## src/rtl/seq_detector_param.sv

```systemverilog
// Serial pattern detector with run-time reloadable N-bit pattern, KMP fallback,
// selectable Mealy/Moore timing, overlap mode and a saturating match counter.
module seq_detector_param #(
    parameter int           N       = 3,
    parameter logic [N-1:0] PATTERN = 3'b110,
    parameter bit           MOORE   = 1'b0,
    parameter bit           OVERLAP = 1'b1,
    parameter int           CNT_W   = 8
) (
    input  logic                       clk,
    input  logic                       rst,
    input  logic                       en,
    input  logic                       x,
    input  logic                       load,
    input  logic [N-1:0]               pat_in,
    input  logic                       clr_count,
    output logic                       y,
    output logic [CNT_W-1:0]           match_count,
    output logic [$clog2(N+1)-1:0]     state
);

    localparam int                SW        = $clog2(N + 1);
    localparam logic [SW-1:0]     S_MATCH   = SW'(N);
    localparam logic [CNT_W-1:0]  CNT_MAX   = '1;

    // State is a prefix length of the active pattern, so it stays numeric
    // rather than an enum; S_MATCH is only reachable in Moore mode.
    logic [N-1:0]     r_pattern;
    logic [SW-1:0]    r_state;
    logic [CNT_W-1:0] r_count;

    logic [SW-1:0]    w_next_state;
    logic [SW-1:0]    w_border;
    logic [SW-1:0]    w_from;
    logic [SW-1:0]    w_step;
    logic             w_match;
    logic             w_y;

    // Bit 'pos' of the pattern in arrival order (pos 0 is the first bit on x).
    function automatic logic pat_bit(input logic [N-1:0] pat, input int pos);
        logic [N-1:0] sh;
        sh = pat >> (N - 1 - pos);
        return sh[0];
    endfunction

    // Longest j <= k+1 such that (first k pattern bits, then xb) ends with
    // the first j pattern bits.
    function automatic logic [SW-1:0] f_step(input logic [N-1:0] pat, input int k,
                                             input logic xb);
        logic [SW-1:0] best;
        logic          ok;
        logic          sb;
        int            idx;
        best = '0;
        for (int j = 1; j <= N; j++) begin
            if (j <= k + 1) begin
                ok = 1'b1;
                for (int i = 0; i < N; i++) begin
                    if (i < j) begin
                        idx = k + 1 - j + i;
                        sb  = (idx == k) ? xb : pat_bit(pat, idx);
                        if (sb != pat_bit(pat, i)) ok = 1'b0;
                    end
                end
                if (ok) best = SW'(j);
            end
        end
        return best;
    endfunction

    // Longest proper prefix of the pattern that is also a suffix of it.
    function automatic logic [SW-1:0] f_border(input logic [N-1:0] pat);
        logic [SW-1:0] best;
        logic          ok;
        best = '0;
        for (int j = 1; j < N; j++) begin
            ok = 1'b1;
            for (int i = 0; i < N; i++) begin
                if (i < j && pat_bit(pat, i) != pat_bit(pat, N - j + i)) ok = 1'b0;
            end
            if (ok) best = SW'(j);
        end
        return best;
    endfunction

    always_comb begin
        w_border = f_border(r_pattern);
        w_from   = r_state;
        if (MOORE && r_state == S_MATCH) begin
            w_from = OVERLAP ? w_border : '0;
        end
        w_step = f_step(r_pattern, int'(w_from), x);
    end

    always_comb begin
        w_next_state = r_state;
        w_match      = 1'b0;
        w_y          = 1'b0;
        if (load) begin
            w_next_state = '0;
        end else if (en) begin
            if (w_step == S_MATCH) begin
                w_match = 1'b1;
                if (MOORE)        w_next_state = S_MATCH;
                else if (OVERLAP) w_next_state = w_border;
                else              w_next_state = '0;
            end else begin
                w_next_state = w_step;
            end
        end
        if (MOORE) w_y = (r_state == S_MATCH) && !load && !rst;
        else       w_y = w_match && !rst;
    end

    always_ff @(posedge clk) begin
        if (rst) begin
            r_state   <= '0;
            r_pattern <= PATTERN;
            r_count   <= '0;
        end else begin
            r_state <= w_next_state;
            if (load) r_pattern <= pat_in;
            if (clr_count) begin
                r_count <= '0;
            end else if (w_match && r_count != CNT_MAX) begin
                r_count <= r_count + 1'b1;
            end
        end
    end

    assign y           = w_y;
    assign match_count = r_count;
    assign state       = r_state;

endmodule

```

## config.mk

```make
export PLATFORM = sky130hd
export DESIGN_NAME = seq_detector_param
export DESIGN_NICKNAME = d
export VERILOG_FILES = /design/src/rtl/seq_detector_param.sv
export SDC_FILE = /design/constraint.sdc
export NUM_CORES = 1
export LEC_CHECK = 0
export BUFFER_PORTS_ARGS = -buffer_cell sky130_fd_sc_hd__buf_2
export CORE_ASPECT_RATIO = 0.5
export CORE_MARGIN = 3
export CORE_UTILIZATION = 30
export CTS_CLUSTER_SIZE = 14
export DETAILED_ROUTE_END_ITERATION = 10
export PLACE_DENSITY = 0.55
export SYNTH_ARGS = -nofsm -noshare
export SYNTH_HDL_FRONTEND = slang
export SYNTH_SLANG_ARGS = --single-unit
```

## constraint.sdc

```tcl
create_clock -name clk -period 3.6 [get_ports clk]
set_input_delay 0.36 -clock clk [delete_from_list [all_inputs] [get_ports clk]]
set_output_delay 0.36 -clock clk [all_outputs]
set_load 0.1 [all_outputs]
```

==> results.cfg <==
[global_route]
grt_pass1_vias = 1212
grt_start_max_net_pins = 15
grt_overflow_total = 0
top_usage_layer = met2
grt_use_met1_pct = 17.1
antenna_found_initial = 0
grt_pass1_wl_um = 5460
track_usage_pct = 12.8
grt_use_met2_pct = 21.8
met3_usage_pct = 1.99

[pwr]
intPower_w = 0.000293
max-vdd-ir-drop_mv = 0.112
sw_frac_of_total_pct = 34.5
power.leakage_nw = 0.632
net-switching-power_w = 0.000154
p_seq_share_pct = 35.2
power_frac_comb_pct = 34.2
clkPwrFrac_pct = 30.6
pwr_density_cell_nw_per_um2 = 286

[logic_synthesis]
avgSynthCellArea_um2 = 8.12
synth_cells = 159
syn-cell-area_um2 = 1290
synth_xor_area_share_pct = 3.97
yosysTopAreaCellShare_pct = 20.2
synthFlopType = dfxtp_1
netlist_top_cells_area = dfxtp_1 (20%), ha_1 (12%), nor2_1 (5.2%)
synth-compound-area-share_pct = 20.7
async_flop_share_pct = 0
synth_edf_count = 0
syn-num-nets = 180
yosys.cell_types.count = 51
yosysSeqAreaShare_pct = 20.2
synthSimpleGateAreaFrac_pct = 26.3
synth_top_family_by_area = simple AND/OR/NAND/NOR gates
yosysTopAreaCell = dfxtp_1
yosysWarningCount = 0
synthMuxAreaShare_pct = 10.6
synthAdderAreaFrac_pct = 11.6
yosys_register_bits = 13

[place]
place.gp.congestion = 0.781
hpwl_um = 2320
io_buffers = 19

[timing]
worst_pin_slew_ns = 0.777
rsz0062_at_grt = no
fin_skew_ns = 0.00525
period_share_pct = 96.1
hold_viol = 0
hold_slack_ns = 0.317
fmaxAchievable_mhz = 289
slew_headroom_pct = 47.8
tns_ns = 0
setup_viol_count_final = 0
post-route-min-period_ns = 3.46
maxSlewViolCount = 0

[cts]
cts_sinks = 13
cts_hold_buf = 0
clk_path_buf_depth = 2
htreeDepth = 1
clkTransAtPathRegs_ns = 0.06
cts_buffers = 3
insertion_delay_ns = 0.25
cts_tree = built
root_buffer = clkbuf_8

[floorplan]
io_pins = 20
die_area_um2 = 5180
start_util_pct = 32.1
die_height_um = 52.4
core_um2 = 4020
rows = 16
die_x_um = 98.8

[setup_path]
required_ns = 3.24
cpPeakStageDelay_ns = 0.42
cp-start-kind = flip-flop
crit_fanout = 11
critPathKind = flip-flop to output pin
worstPathCellList = clkinvlp_4 -> ha_1 -> xnor2_2 -> inv_1 -> ha_1 -> a211o_1 -> a221oi_4 -> mux2i_4 -> mux2_2 -> and3_2 -> buf_12
crit_slowest_cell = dfxtp_4
cp-end-kind = output pin
critPathArrivalTime_ns = 3.10
crit_top_cell = ha_1

[routing]
drt-vias-per-instance = 5.17
ant_nets = 0
dr.first_iter.drc_count = 77
dr_total_vias = 1221
wl_per_cell_um = 13.2
post-route-drc-count = 0
first_pass_iters = 4
wl_um = 3120

[cells_and_area]
layout_common_cells = nor2_1 (18), buf_2 (18), ha_1 (12)
ff_latch_area_um2 = 265
area_growth_pct = 21.2
nFillCells = 433
antennaDiodeCount = 0
final_layout_size_suffix_gt1_share_pct = 27.5
nets = 204
multi_input_area_um2 = 978

[outcome]
status = finished clean

[worst_hold_path]
min_path_type = primary input to flip-flop

[flow_run]
maxCapViolations = 0
area by class of cell:
| type | count | share of cell area, % |
|---|---|---|
| tap | 54 | 4.32 |
| timing repair buffer | 27 | 10.9 |
| multi-input combinational | 129 | 62.5 |
| clock inverter | 1 | 0.320 |
| sequential | 13 | 16.9 |
| inverter | 9 | 2.40 |
| clock buffer | 3 | 2.64 |
through the flow:
| stage | power (W) | instance area (um^2) | setup slack [ns] | cells | util (%) |
|---|---|---|---|---|---|
| 2_1_floorplan | 0.000272 | 1300 | 0.0220 | 159 | - |
| 3_3_place_gp | 0.000294 | 1440 | 0.277 | 226 | 35.7 |
| 3_5_place_dp | 0.000295 | 1440 | 0.137 | 226 | 35.7 |
| 4_1_cts | 0.000433 | 1480 | 0.00252 | 230 | 36.9 |
| 5_1_grt | 0.000475 | 1570 | 0.00202 | 236 | 38.9 |
| 6_report | 0.000448 | 1570 | 0.141 | 236 | 38.9 |
synth_stat cells (2+ instances only):
cell / number
nor2_1: 18
dfxtp_1: 13
ha_1: 12
nand2_1: 11
a21oi_1: 10
inv_1: 9
mux2i_1: 6
or4_1: 5
nand3_1: 4
o21ai_0: 4
o31ai_1: 4
xnor2_1: 4
a211o_1: 3
buf_2: 3
nor2b_1: 3
nor3_1: 3
o21ai_1: 3
or3_1: 3
a21boi_0: 2
and3_1: 2
buf_6: 2
clkbuf_1: 2
mux2i_2: 2
nand2b_1: 2
nand4_1: 2
nor4_1: 2
routing by layer:
metal / up-vias / routed length, um
li1: 629 / -
met1: 574 / 1590
met5: - / 0
met4: 0 / 14
met2: 16 / 1470
met3: 2 / 50
path summary, 6_finish.rpt:
check	from	endpoint	slack [ns]	cells after the start
worst max-delay path	state[0]$_SDFFE_PP0P_	y	0.14	11
worst min register to register	match_count[7]$_SDFFE_PP0P_	match_count[7]$_SDFFE_PP0P_	0.50	2
worst max register to register	state[0]$_SDFFE_PP0P_	match_count[3]$_SDFFE_PP0P_	0.22	13
worst min-delay path	pat_in[2]	r_pattern[2]$_SDFFE_PP1P_	0.32	2
state kept, by name (all words and copies together) (netlist names):
signal,cells
match_count,8
r_pattern,3
state,2
cells by family (layout without fill, tap and decap cells):
family          after synthesis  in the layout
flops                        13             13
fa+ha+maj                    12             12
compound gates               38             38
simple gates                 63             63
xor+xnor                      5              5
mux                          11             11
buf+inv                      17             40
what timing repair did:
item                       4_1_cts  5_1_grt
setup buffers                    0        6
setup endpoints to repair        0        8
gates resized for setup          0        6
power by group through the flow:
stage               Sequential (W)  Combinational (W)  Clock, W
global route              0.000159           0.000170  0.000146
global placement          0.000161           0.000132         0
CTS                       0.000158           0.000135  0.000140
detailed placement        0.000161           0.000134         0
finish                    0.000158           0.000153  0.000137
floorplan                 0.000160           0.000111         0
worst max-delay path: cells and delay by family (launching register included):
kind / cells / cell delay (ns)
buf+inv: 3 / 0.36
mux: 2 / 0.43
xor+xnor: 1 / 0.24
fa+ha+maj: 2 / 0.55
flops: 1 / 0.42
simple gates: 1 / 0.23
compound gates: 2 / 0.61
No activity file was read; power rests on OpenSTA's default activity.
